File: src/rtl/mem_arbiter_if.sv
`default_nettype none
// ============================================================================
// Module   : mem_arbiter_if
// Purpose  : Bundles every bus signal of the scratch-pad memory arbiter:
//            the CPU-enable control, three requester ports (if, mem, test),
//            the two CPU stall flags and the SPM-side access port.
// Modports : slave  - arbiter side (takes requests, drives grants/SPM)
//            master - requester/SPM side (drives requests and read data)
// Ports    : per requester x in {if, mem, test}:
//              x_req, x_addr[ADDR_W], x_rw (1=read), x_wr_data[DATA_W]  -> arbiter
//              x_gnt, x_rd_valid, x_rd_data[DATA_W]                     <- arbiter
//            cpu_en                                                      -> arbiter
//            if_stall, mem_stall                                         <- arbiter
//            spm_addr, spm_as_ (active low), spm_rw, spm_wr_data         <- arbiter
//            spm_rd_data (valid the cycle after the strobe)              -> arbiter
// Revision : 1.0 - initial release
// ============================================================================
interface mem_arbiter_if #(
  parameter int ADDR_W = 30,
  parameter int DATA_W = 32
);

  logic              cpu_en;

  logic              if_req;
  logic [ADDR_W-1:0] if_addr;
  logic              if_rw;
  logic [DATA_W-1:0] if_wr_data;
  logic              if_gnt;
  logic              if_rd_valid;
  logic [DATA_W-1:0] if_rd_data;

  logic              mem_req;
  logic [ADDR_W-1:0] mem_addr;
  logic              mem_rw;
  logic [DATA_W-1:0] mem_wr_data;
  logic              mem_gnt;
  logic              mem_rd_valid;
  logic [DATA_W-1:0] mem_rd_data;

  logic              test_req;
  logic [ADDR_W-1:0] test_addr;
  logic              test_rw;
  logic [DATA_W-1:0] test_wr_data;
  logic              test_gnt;
  logic              test_rd_valid;
  logic [DATA_W-1:0] test_rd_data;

  logic              if_stall;
  logic              mem_stall;

  logic [ADDR_W-1:0] spm_addr;
  logic              spm_as_;
  logic              spm_rw;
  logic [DATA_W-1:0] spm_wr_data;
  logic [DATA_W-1:0] spm_rd_data;

  modport slave (
    input  cpu_en,
    input  if_req,   if_addr,   if_rw,   if_wr_data,
    output if_gnt,   if_rd_valid,   if_rd_data,
    input  mem_req,  mem_addr,  mem_rw,  mem_wr_data,
    output mem_gnt,  mem_rd_valid,  mem_rd_data,
    input  test_req, test_addr, test_rw, test_wr_data,
    output test_gnt, test_rd_valid, test_rd_data,
    output if_stall, mem_stall,
    output spm_addr, spm_as_, spm_rw, spm_wr_data,
    input  spm_rd_data
  );

  modport master (
    output cpu_en,
    output if_req,   if_addr,   if_rw,   if_wr_data,
    input  if_gnt,   if_rd_valid,   if_rd_data,
    output mem_req,  mem_addr,  mem_rw,  mem_wr_data,
    input  mem_gnt,  mem_rd_valid,  mem_rd_data,
    output test_req, test_addr, test_rw, test_wr_data,
    input  test_gnt, test_rd_valid, test_rd_data,
    input  if_stall, mem_stall,
    input  spm_addr, spm_as_, spm_rw, spm_wr_data,
    output spm_rd_data
  );

endinterface
`default_nettype wire

File: src/rtl/mem_arbiter.sv
`default_nettype none
// ============================================================================
// Module   : mem_arbiter
// Purpose  : Single-port scratch-pad memory arbiter for three requesters
//            (instruction fetch "if", data "mem", and a "test" port).
//            One SPM access per cycle; a winning request is latched at a
//            clock edge and issued (strobe + grant) in the following cycle.
//            Read data returns one cycle after the strobe and is steered to
//            the requester recorded in a registered read tag.
// Ports    : clk         - clock
//            reset       - synchronous reset, active high
//            bus (slave) - mem_arbiter_if: cpu_en, requester ports,
//                          stall flags and SPM access port
// Params   : ADDR_W (word address width, default 30)
//            DATA_W (data width, default 32)
// Config   : MEM_ARB_RR_EN - when defined, if/mem are arbitrated round-robin
//            (pointer resets to favour mem); otherwise fixed priority mem > if.
// Revision : 1.0 - initial release
// ============================================================================
module mem_arbiter #(
  parameter int ADDR_W = 30,
  parameter int DATA_W = 32
) (
  input  wire logic   clk,
  input  wire logic   reset,
  mem_arbiter_if.slave bus
);

  // --------------------------------------------------------------------------
  // Encodings
  // --------------------------------------------------------------------------
  localparam logic [0:0] S_IDLE   = 1'b0;
  localparam logic [0:0] S_ACCESS = 1'b1;

  localparam logic [1:0] ID_NONE = 2'd0;
  localparam logic [1:0] ID_IF   = 2'd1;
  localparam logic [1:0] ID_MEM  = 2'd2;
  localparam logic [1:0] ID_TEST = 2'd3;

  // --------------------------------------------------------------------------
  // Declarations
  // --------------------------------------------------------------------------
  logic [0:0]        r_state;
  logic [0:0]        w_state_nxt;

  logic [1:0]        r_owner;      // requester of the access being issued
  logic [ADDR_W-1:0] r_addr;
  logic              r_rw;
  logic [DATA_W-1:0] r_wr_data;
  logic [1:0]        r_rd_tag;     // owner of the read whose data returns now

  logic              w_if_gnt;
  logic              w_mem_gnt;
  logic              w_test_gnt;

  logic              w_if_elig;
  logic              w_mem_elig;
  logic              w_test_elig;
  logic              w_pick_if;

  logic [1:0]        w_win;
  logic [ADDR_W-1:0] w_win_addr;
  logic              w_win_rw;
  logic [DATA_W-1:0] w_win_wr_data;

  // --------------------------------------------------------------------------
  // Eligibility. A requester is masked in its own grant cycle: it is still
  // holding req (it has only just seen gnt), and re-arbitrating it here would
  // issue the same transaction twice. This also enforces the two-cycle
  // minimum spacing between grants to the same requester.
  // --------------------------------------------------------------------------
  assign w_if_elig   = bus.if_req   &  bus.cpu_en & ~w_if_gnt;
  assign w_mem_elig  = bus.mem_req  &  bus.cpu_en & ~w_mem_gnt;
  assign w_test_elig = bus.test_req & ~bus.cpu_en & ~w_test_gnt;

`ifdef MEM_ARB_RR_EN
  // 1 = mem received the most recent CPU grant, so if is favoured next.
  // Reset value 0 makes mem the favoured requester out of reset.
  logic r_rr_last_mem;

  always_ff @(posedge clk) begin
    if (reset) begin
      r_rr_last_mem <= 1'b0;
    end else if (w_mem_gnt) begin
      r_rr_last_mem <= 1'b1;
    end else if (w_if_gnt) begin
      r_rr_last_mem <= 1'b0;
    end
  end

  assign w_pick_if = w_if_elig & (~w_mem_elig | r_rr_last_mem);
`else
  // Fixed priority: if only wins when mem is not eligible.
  assign w_pick_if = w_if_elig & ~w_mem_elig;
`endif

  // --------------------------------------------------------------------------
  // Winner selection. test is only eligible while cpu_en=0 and if/mem only
  // while cpu_en=1, so test never competes with the CPU requesters.
  // --------------------------------------------------------------------------
  always_comb begin
    w_win         = ID_NONE;
    w_win_addr    = r_addr;
    w_win_rw      = r_rw;
    w_win_wr_data = r_wr_data;
    if (w_test_elig) begin
      w_win         = ID_TEST;
      w_win_addr    = bus.test_addr;
      w_win_rw      = bus.test_rw;
      w_win_wr_data = bus.test_wr_data;
    end else if (w_pick_if) begin
      w_win         = ID_IF;
      w_win_addr    = bus.if_addr;
      w_win_rw      = bus.if_rw;
      w_win_wr_data = bus.if_wr_data;
    end else if (w_mem_elig) begin
      w_win         = ID_MEM;
      w_win_addr    = bus.mem_addr;
      w_win_rw      = bus.mem_rw;
      w_win_wr_data = bus.mem_wr_data;
    end
  end

  // --------------------------------------------------------------------------
  // FSM: state register
  // --------------------------------------------------------------------------
  always_ff @(posedge clk) begin
    if (reset) begin
      r_state <= S_IDLE;
    end else begin
      r_state <= w_state_nxt;
    end
  end

  // --------------------------------------------------------------------------
  // FSM: next state. Arbitration is identical from either state; an access
  // is issued in the cycle after any eligible request is seen.
  // --------------------------------------------------------------------------
  always_comb begin
    w_state_nxt = S_IDLE;
    if (w_win != ID_NONE) begin
      w_state_nxt = S_ACCESS;
    end
  end

  // --------------------------------------------------------------------------
  // FSM: outputs (grant decode)
  // --------------------------------------------------------------------------
  always_comb begin
    w_if_gnt   = 1'b0;
    w_mem_gnt  = 1'b0;
    w_test_gnt = 1'b0;
    if (r_state == S_ACCESS) begin
      case (r_owner)
        ID_IF:   w_if_gnt   = 1'b1;
        ID_MEM:  w_mem_gnt  = 1'b1;
        ID_TEST: w_test_gnt = 1'b1;
        default: ;
      endcase
    end
  end

  // --------------------------------------------------------------------------
  // Access latch and read tag. The latched fields only change when a new
  // access is won, so the SPM address/rw/data hold their last values in
  // IDLE. The read tag is taken from the access being issued this cycle,
  // independent of whatever is won at the same edge, so returning data is
  // steered correctly under back-to-back accesses and cpu_en changes.
  // --------------------------------------------------------------------------
  always_ff @(posedge clk) begin
    if (reset) begin
      r_owner   <= ID_NONE;
      r_addr    <= '0;
      r_rw      <= 1'b0;
      r_wr_data <= '0;
      r_rd_tag  <= ID_NONE;
    end else begin
      if (w_win != ID_NONE) begin
        r_owner   <= w_win;
        r_addr    <= w_win_addr;
        r_rw      <= w_win_rw;
        r_wr_data <= w_win_wr_data;
      end
      if ((r_state == S_ACCESS) && r_rw) begin
        r_rd_tag <= r_owner;
      end else begin
        r_rd_tag <= ID_NONE;
      end
    end
  end

  // --------------------------------------------------------------------------
  // Output drive
  // --------------------------------------------------------------------------
  assign bus.if_gnt        = w_if_gnt;
  assign bus.mem_gnt       = w_mem_gnt;
  assign bus.test_gnt      = w_test_gnt;

  assign bus.if_rd_valid   = (r_rd_tag == ID_IF);
  assign bus.mem_rd_valid  = (r_rd_tag == ID_MEM);
  assign bus.test_rd_valid = (r_rd_tag == ID_TEST);

  assign bus.if_rd_data    = bus.spm_rd_data;
  assign bus.mem_rd_data   = bus.spm_rd_data;
  assign bus.test_rd_data  = bus.spm_rd_data;

  assign bus.if_stall      = bus.if_req  & ~w_if_gnt  & bus.cpu_en;
  assign bus.mem_stall     = bus.mem_req & ~w_mem_gnt & bus.cpu_en;

  assign bus.spm_as_       = (r_state != S_ACCESS);
  assign bus.spm_addr      = r_addr;
  assign bus.spm_rw        = r_rw;
  assign bus.spm_wr_data   = r_wr_data;

endmodule
`default_nettype wire
File: src/flat_wrapper.sv
// flat-port wrapper written by rule: the top's interface ports become plain ports
module mem_arbiter_flat 
#(
  parameter int ADDR_W = 30,
  parameter int DATA_W = 32
)
  (clk, reset, bus_cpu_en, bus_if_req, bus_if_addr, bus_if_rw, bus_if_wr_data, bus_if_gnt, bus_if_rd_valid, bus_if_rd_data, bus_mem_req, bus_mem_addr, bus_mem_rw, bus_mem_wr_data, bus_mem_gnt, bus_mem_rd_valid, bus_mem_rd_data, bus_test_req, bus_test_addr, bus_test_rw, bus_test_wr_data, bus_test_gnt, bus_test_rd_valid, bus_test_rd_data, bus_if_stall, bus_mem_stall, bus_spm_addr, bus_spm_as_, bus_spm_rw, bus_spm_wr_data, bus_spm_rd_data);
  mem_arbiter_if #(.ADDR_W(ADDR_W), .DATA_W(DATA_W)) bus_i ();
  input  wire logic clk;
  input  wire logic reset;
  input wire logic [$bits(bus_i.cpu_en)-1:0] bus_cpu_en;
  input wire logic [$bits(bus_i.if_req)-1:0] bus_if_req;
  input wire logic [$bits(bus_i.if_addr)-1:0] bus_if_addr;
  input wire logic [$bits(bus_i.if_rw)-1:0] bus_if_rw;
  input wire logic [$bits(bus_i.if_wr_data)-1:0] bus_if_wr_data;
  output wire logic [$bits(bus_i.if_gnt)-1:0] bus_if_gnt;
  output wire logic [$bits(bus_i.if_rd_valid)-1:0] bus_if_rd_valid;
  output wire logic [$bits(bus_i.if_rd_data)-1:0] bus_if_rd_data;
  input wire logic [$bits(bus_i.mem_req)-1:0] bus_mem_req;
  input wire logic [$bits(bus_i.mem_addr)-1:0] bus_mem_addr;
  input wire logic [$bits(bus_i.mem_rw)-1:0] bus_mem_rw;
  input wire logic [$bits(bus_i.mem_wr_data)-1:0] bus_mem_wr_data;
  output wire logic [$bits(bus_i.mem_gnt)-1:0] bus_mem_gnt;
  output wire logic [$bits(bus_i.mem_rd_valid)-1:0] bus_mem_rd_valid;
  output wire logic [$bits(bus_i.mem_rd_data)-1:0] bus_mem_rd_data;
  input wire logic [$bits(bus_i.test_req)-1:0] bus_test_req;
  input wire logic [$bits(bus_i.test_addr)-1:0] bus_test_addr;
  input wire logic [$bits(bus_i.test_rw)-1:0] bus_test_rw;
  input wire logic [$bits(bus_i.test_wr_data)-1:0] bus_test_wr_data;
  output wire logic [$bits(bus_i.test_gnt)-1:0] bus_test_gnt;
  output wire logic [$bits(bus_i.test_rd_valid)-1:0] bus_test_rd_valid;
  output wire logic [$bits(bus_i.test_rd_data)-1:0] bus_test_rd_data;
  output wire logic [$bits(bus_i.if_stall)-1:0] bus_if_stall;
  output wire logic [$bits(bus_i.mem_stall)-1:0] bus_mem_stall;
  output wire logic [$bits(bus_i.spm_addr)-1:0] bus_spm_addr;
  output wire logic [$bits(bus_i.spm_as_)-1:0] bus_spm_as_;
  output wire logic [$bits(bus_i.spm_rw)-1:0] bus_spm_rw;
  output wire logic [$bits(bus_i.spm_wr_data)-1:0] bus_spm_wr_data;
  input wire logic [$bits(bus_i.spm_rd_data)-1:0] bus_spm_rd_data;
  assign bus_i.cpu_en = bus_cpu_en;
  assign bus_i.if_req = bus_if_req;
  assign bus_i.if_addr = bus_if_addr;
  assign bus_i.if_rw = bus_if_rw;
  assign bus_i.if_wr_data = bus_if_wr_data;
  assign bus_if_gnt = bus_i.if_gnt;
  assign bus_if_rd_valid = bus_i.if_rd_valid;
  assign bus_if_rd_data = bus_i.if_rd_data;
  assign bus_i.mem_req = bus_mem_req;
  assign bus_i.mem_addr = bus_mem_addr;
  assign bus_i.mem_rw = bus_mem_rw;
  assign bus_i.mem_wr_data = bus_mem_wr_data;
  assign bus_mem_gnt = bus_i.mem_gnt;
  assign bus_mem_rd_valid = bus_i.mem_rd_valid;
  assign bus_mem_rd_data = bus_i.mem_rd_data;
  assign bus_i.test_req = bus_test_req;
  assign bus_i.test_addr = bus_test_addr;
  assign bus_i.test_rw = bus_test_rw;
  assign bus_i.test_wr_data = bus_test_wr_data;
  assign bus_test_gnt = bus_i.test_gnt;
  assign bus_test_rd_valid = bus_i.test_rd_valid;
  assign bus_test_rd_data = bus_i.test_rd_data;
  assign bus_if_stall = bus_i.if_stall;
  assign bus_mem_stall = bus_i.mem_stall;
  assign bus_spm_addr = bus_i.spm_addr;
  assign bus_spm_as_ = bus_i.spm_as_;
  assign bus_spm_rw = bus_i.spm_rw;
  assign bus_spm_wr_data = bus_i.spm_wr_data;
  assign bus_i.spm_rd_data = bus_spm_rd_data;
  mem_arbiter #(.ADDR_W(ADDR_W), .DATA_W(DATA_W)) u_core (.clk(clk), .reset(reset), .bus(bus_i));
endmodule
File: config.mk
export PLATFORM = sky130hd
export DESIGN_NAME = mem_arbiter_flat
export DESIGN_NICKNAME = d
export VERILOG_FILES = /design/src/rtl/mem_arbiter_if.sv /design/src/rtl/mem_arbiter.sv /design/src/flat_wrapper.sv
export SDC_FILE = /design/constraint.sdc
export NUM_CORES = 1
export LEC_CHECK = 0
export BUFFER_PORTS_ARGS = -buffer_cell sky130_fd_sc_hd__buf_2
export CAP_MARGIN = 5
export CORE_AREA = 2 2 154 156
export CTS_BUF_LIST = sky130_fd_sc_hd__clkbuf_2 sky130_fd_sc_hd__clkbuf_4 sky130_fd_sc_hd__clkbuf_8
export DETAILED_ROUTE_END_ITERATION = 8
export DIE_AREA = 0 0 156 158
export HOLD_SLACK_MARGIN = 0.05
export PLACE_DENSITY = 0.58
export SLEW_MARGIN = 20
export SYNTH_ARGS = -nofsm -noshare
export SYNTH_HDL_FRONTEND = slang
export SYNTH_SLANG_ARGS = --single-unit
export TNS_END_PERCENT = 1
File: constraint.sdc
create_clock -name clk -period 1.9 [get_ports clk]
set_input_delay 0.19 -clock clk [delete_from_list [all_inputs] [get_ports clk]]
set_output_delay 0.19 -clock clk [all_outputs]
set_load 0.01 [all_outputs]
Yosys cells after proc, flatten, opt, wreduce, memory -nomap -nowiden
Index checks and enable logic that the tools add are counted.
{ "classes": {"n_mux": 19, "reduce_logical": 5, "eq_ne": 6, "n_bitwise": 18} }
{ "ops": {"columns": ["cell", "n"], "rows": [
  ["32-bit two-way mux", 3],
  ["30-bit two-way mux", 3],
  ["1-bit AND", 11],
  ["1-bit two-way mux", 10],
  ["2-bit == test, second input constant", 4],
  ["1-bit NOT", 7],
  ["2-bit two-way mux", 3],
  ["2-bit by 1-bit == test with 1-bit output, second input constant", 2],
  ["3-bit nonzero test", 1],
  ["2-bit AND reduction", 1],
  ["2-bit nonzero test", 1],
  ["2-bit OR reduction", 1],
  ["1-bit logical AND", 1]
]} }
{ "totals": {"wordCells": 54, "in_bits": 227, "register_bits": 68, "output_inout_bits": 168} }

Depth between registers and ports, before layout
{ "depth": {"ltp_word": 11, "mapped_depth": 7, "depth_no_buf": 5} }

Worst setup path before layout
Ideal clock, no wire load.
{ "synth_timing": {"path_type": "reg-to-reg", "from": "reg u_core.r_state", "to": "reg u_core.r_addr[12], in the netlist u_core.bus.spm_addr[12]", "required_ps": 1783, "arrival_ps": 1574, "path_buffers": 1, "period_less_slack_ps": 1691, "stages_incl_launch_ff": 7, "setup_time_ps": 117, "slack_ps": 209, "cell_sequence": "dfxtp_1 > nand3_1 > inv_2 > nor2_2 > buf_6 > or4_1 > a32o_1"} }
{ "synth_via": {"elab_chain_cells": 9, "word_cells_on_any_way": 19, "classes_between": "8 x mux; 8 x bitwise; 3 x reduce/logical"} }
{ "synth_rtl": {"columns": ["item", "line_no", "source"], "rows": [
  ["from (decl)", "mem_arbiter.sv:43", "logic [0:0] r_state;"],
  ["from (signal assigned)", "mem_arbiter.sv:131", "r_state <= w_state_nxt;"],
  ["1-bit two-way mux", "mem_arbiter.sv:153", "if (r_state == S_ACCESS) begin"],
  ["1-bit NOT", "mem_arbiter.sv:73", "assign w_mem_elig = bus.mem_req & bus.cpu_en & ~w_mem_gnt;"],
  ["1-bit AND", "mem_arbiter.sv:73", null],
  ["1-bit NOT", "mem_arbiter.sv:94", "assign w_pick_if = w_if_elig & ~w_mem_elig;"],
  ["1-bit AND", "mem_arbiter.sv:94", null],
  ["2-bit two-way mux", "mem_arbiter.sv:111", "end else if (w_pick_if) begin"],
  ["2-bit two-way mux", "mem_arbiter.sv:106", "if (w_test_elig) begin"],
  ["2-bit nonzero test", "mem_arbiter.sv:178", "if (w_win != ID_NONE) begin"],
  ["2-bit AND reduction (no line)", null, null],
  ["to (signal assigned)", "mem_arbiter.sv:180", "r_addr <= w_win_addr;"],
  ["to (decl)", "mem_arbiter.sv:47", "logic [ADDR_W-1:0] r_addr;"]
]} }
Parallel ways exist; a longest one is shown, timed or not.
A chain may end at the register's enable or synchronous reset.

Final worst setup path
{ "layout_timing": {"from": "reg u_core.r_owner[0]", "to": "reg u_core.r_wr_data[22], in the netlist u_core.bus.spm_wr_data[22]"} }
{ "layout_via": {"elab_chain_cells": 11, "word_cells_on_any_way": 25, "classes_between": "3 x eq/ne; 11 x mux; 8 x bitwise; 3 x reduce/logical"} }
{ "layout_rtl": {"columns": ["item", "line_no", "source"], "rows": [
  ["from (decl)", "mem_arbiter.sv:46", "logic [1:0] r_owner;"],
  ["from (signal assigned)", "mem_arbiter.sv:179", "r_owner <= w_win;"],
  ["2-bit == test", "mem_arbiter.sv:154", "case (r_owner)"],
  ["1-bit two-way mux", "mem_arbiter.sv:154", null],
  ["1-bit two-way mux", "mem_arbiter.sv:153", null],
  ["1-bit NOT", "mem_arbiter.sv:73", null],
  ["1-bit AND", "mem_arbiter.sv:73", null],
  ["1-bit NOT", "mem_arbiter.sv:94", null],
  ["1-bit AND", "mem_arbiter.sv:94", null],
  ["2-bit two-way mux", "mem_arbiter.sv:111", null],
  ["2-bit two-way mux", "mem_arbiter.sv:106", null],
  ["2-bit nonzero test", "mem_arbiter.sv:178", null],
  ["2-bit AND reduction (no line)", null, null],
  ["to (signal assigned)", "mem_arbiter.sv:182", "r_wr_data <= w_win_wr_data;"],
  ["to (decl)", "mem_arbiter.sv:49", "logic [DATA_W-1:0] r_wr_data;"]
]} }
Parallel ways exist; a longest one is shown, timed or not.

==> flow_summary_export.csv <==
group,metric,value,unit
global_route,grt_pass1_wl,27700,um
worst_setup_path,endpoint_kind,"flip-flop",
floorplanning,dieArea,24600,um^2
yosys,syn_area,4840,um^2
floorplanning,boundaryPins,395,
routing,ant_nets,0,
timing,slew_headroom,68.3,%
timing,fin_hold_ws,0.157,ns
global_route,grt_usage,14.6,%
routing,viasPerCell,5.02,
timing,rsz0062_at_grt,"true",
worst_setup_path,crit_start,"u_core.r_owner[0]",
place,dp_hpwl,13100,um
clock_tree,cts-root-buf,"clkbuf_8",
yosys,synth_cell_types,31,
floorplanning,start_util,21.0,%
clock_tree,cts_made_buffers,9,
routing,vias,5154,
final_layout,area_growth,26.3,%
timing,setup_tns,0,ns
run,maxCapViolCount,0,
clock_tree,cts_tree,"built",
hold_path,hold_path_startpoint,"bus_if_addr[3]",
yosys,yosys_warnings,0,
timing,finalCritPeriodShare,99.9,%
final_layout,fin_nets,957,
worst_setup_path,critPathKind,"reg2reg",
floorplanning,dieWidth,156,um
place,portBuffers,266,
yosys,ys_seq_area_share,28.1,%
routing,wl_per_cell,18.5,um
timing,hold_viol_final,0,
floorplanning,die_y,158,um
global_route,grt_max_degree,65,
routing,dr.pass1.iters,4,
timing,worst_pin_slew,0.475,ns
yosys,synthTopCellsByArea,"dfxtp_1 (28%), buf_4 (16%), nor3_1 (13%), a32o_1 (13%), o21bai_1 (9.6%)",
global_route,grt_pass1_vias,4809,
timing,clock_skew,0.0117,ns
worst_setup_path,critPathRequiredTime,2.16,ns
floorplanning,coreArea,23100,um^2
clock_tree,clkSinkCount,68,
clock_tree,cts_buffer_depth,2,
worst_setup_path,r2r_start,"u_core.r_owner[0]",
timing,period_needed,1.90,ns
global_route,antenna_found_initial,3,
final_layout,layout-drive-gt1-share,44.1,%
power,ir_drop,0.289,mV
yosys,synth_nets,812,
worst_setup_path,arrival,2.15,ns
routing,drc,0,
timing,fmax,0.527,GHz
timing,slew_violations,0,
routing,initialDrtViolationCount,427,
floorplanning,rows,56,
yosys,ys_ff_latch,68,
clock_tree,cts_max_level,3,
power,p_leak,0.00288,uW
global_route,grt_overflow,0,
power,p_per_area,675,nW/um^2
hold_path,hold_class,"in2reg",
run_status,status,"finished, final reports clean",
place,globalplace.congestion,0.793,
clock_tree,clkLatencyLatePin,0.35,ns
routing,wl,19000,um
clock_tree,clk_pin_slew,0.09,ns
yosys,synth_top_area_share,28.1,%
worst_setup_path,cp_max_fo,47,
yosys,postSynthAreaPerCell,8.27,um^2
worst_setup_path,cp-start-kind,"flip-flop",
yosys,yosysTopAreaCell,"dfxtp_1",
yosys,synthCells,585,
timing,setup_violations,0,
where the power goes:
part           switching [uW]  internal (uW)
clock                     638            690
sequential               80.8           1570
combinational             570            572
total                    1290           2840
what timing repair did:
| action | 4_1_cts | 5_1_grt |
|---|---|---|
| buffers inserted | 2 | 0 |
| resized for setup | 3 | 2 |
| gates cloned | 1 | 0 |
| hold buffers | 0 | 0 |
| pin swaps | 0 | 4 |
| endpoints found under the setup margin | 46 | 63 |
stage by stage:
stage,setup slack [ns],power [uW],std cells,utilization [%],area [um^2]
after global routing,-0.0972,4380,1026,26.5,6110
final,0.00281,4120,1026,26.5,6110
after global placement,-0.00684,2810,1006,25.4,5850
after detailed placement,-0.0474,2820,1006,25.4,5850
after floorplan,0.209,2490,585,-,4840
after CTS,0.00216,4220,1025,26.5,6100
logic make-up (layout without fill, tap and decap cells):
kind of cell | count (synthesis) | count (layout) | synth area share, %
AND/OR/NAND/NOR | 216 | 216 | 25.9
buffers and inverters | 169 | 318 | 22.3
AO/OA/AOI/OAI | 132 | 133 | 23.6
flip-flops | 68 | 68 | 28.1
other | 0 | 1 | 0
cell usage after synthesis:
cell,count
a21oi_1,2
a21oi_2,1
a222oi_1,1
a31oi_1,1
a32o_1,62
and2_0,1
and2_1,2
buf_1,6
buf_2,12
buf_4,103
buf_6,6
clkbuf_1,37
dfxtp_1,68
inv_1,4
inv_2,1
nand2_1,6
nand2b_1,3
nand3_1,2
nand3b_1,3
nor2_1,4
nor2_2,1
nor2b_1,4
nor3_1,125
nor3b_2,1
nor4_1,1
o21a_1,1
o21ai_0,1
o21bai_1,62
o31ai_1,1
or3_1,1
or4_1,62
critical path, stage by stage (launching register included):
cell and delay (ns):
dfxtp_2 0.38, nand2b_2 0.22, a21oi_4 0.09, buf_12 0.15
buf_12 0.18, or4_1 0.50, a32o_1 0.26
worst paths after layout:
| path | to | slack (ns) | depth (start not counted) |
|---|---|---|---|
| min reg2reg | u_core.bus.spm_addr[22] | 0.47 | 1 |
| min | u_core.bus.spm_addr[3] | 0.16 | 3 |
| max reg2reg | u_core.bus.spm_wr_data[22] | 0.003 | 6 |
| max | u_core.bus.spm_wr_data[22] | 0.003 | 6 |
flip-flops by register name, indices dropped and copies added (netlist names):
register                count
u_core.bus.spm_wr_data     32
u_core.bus.spm_addr        30
u_core.r_owner              2
u_core.r_rd_tag             2
u_core.bus.spm_rw           1
u_core.r_state              1
cells in the final DEF (no fill, tap or decap), types with 2 or more instances in the layout:
| master | n |
|---|---|
| a21oi_1 | 2 |
| a32o_1 | 62 |
| and2_1 | 2 |
| buf_12 | 12 |
| buf_2 | 266 |
| buf_4 | 18 |
| clkbuf_8 | 11 |
| clkinv_2 | 2 |
| dfxtp_1 | 65 |
| dfxtp_2 | 3 |
| inv_1 | 4 |
| nand2_1 | 6 |
| nand2b_2 | 2 |
| nand3_1 | 2 |
| nand3b_1 | 3 |
| nor2_1 | 4 |
| nor2b_1 | 3 |
| nor3_1 | 125 |
| o21bai_1 | 62 |
| or4_1 | 62 |
routing by layer:
metal | track usage [%] | share of wire, % | vias up
li1 | - | - | 2431
met1 | 17.2 | 40 | 2438
met2 | 25.5 | 50 | 232
met3 | 3.78 | 7.0 | 49
met4 | 5.37 | 2.5 | 4
met5 | 0 | 0.14 | -
layout make-up:
| type | count | area [um^2] |
|---|---|---|
| Multi-Input combinational cell | 349 | 2440 |
| Sequential cell | 68 | 1370 |
| Antenna cell | 1 | 2.50 |
| Inverter | 5 | 18.8 |
| Clock inverter | 4 | 47.5 |
| Clock buffer | 12 | 159 |
| Tap cell | 290 | 363 |
| Fill cell | 2518 | 16900 |
| Timing Repair Buffer | 297 | 1720 |
No activity file was read; power rests on OpenSTA's default activity.
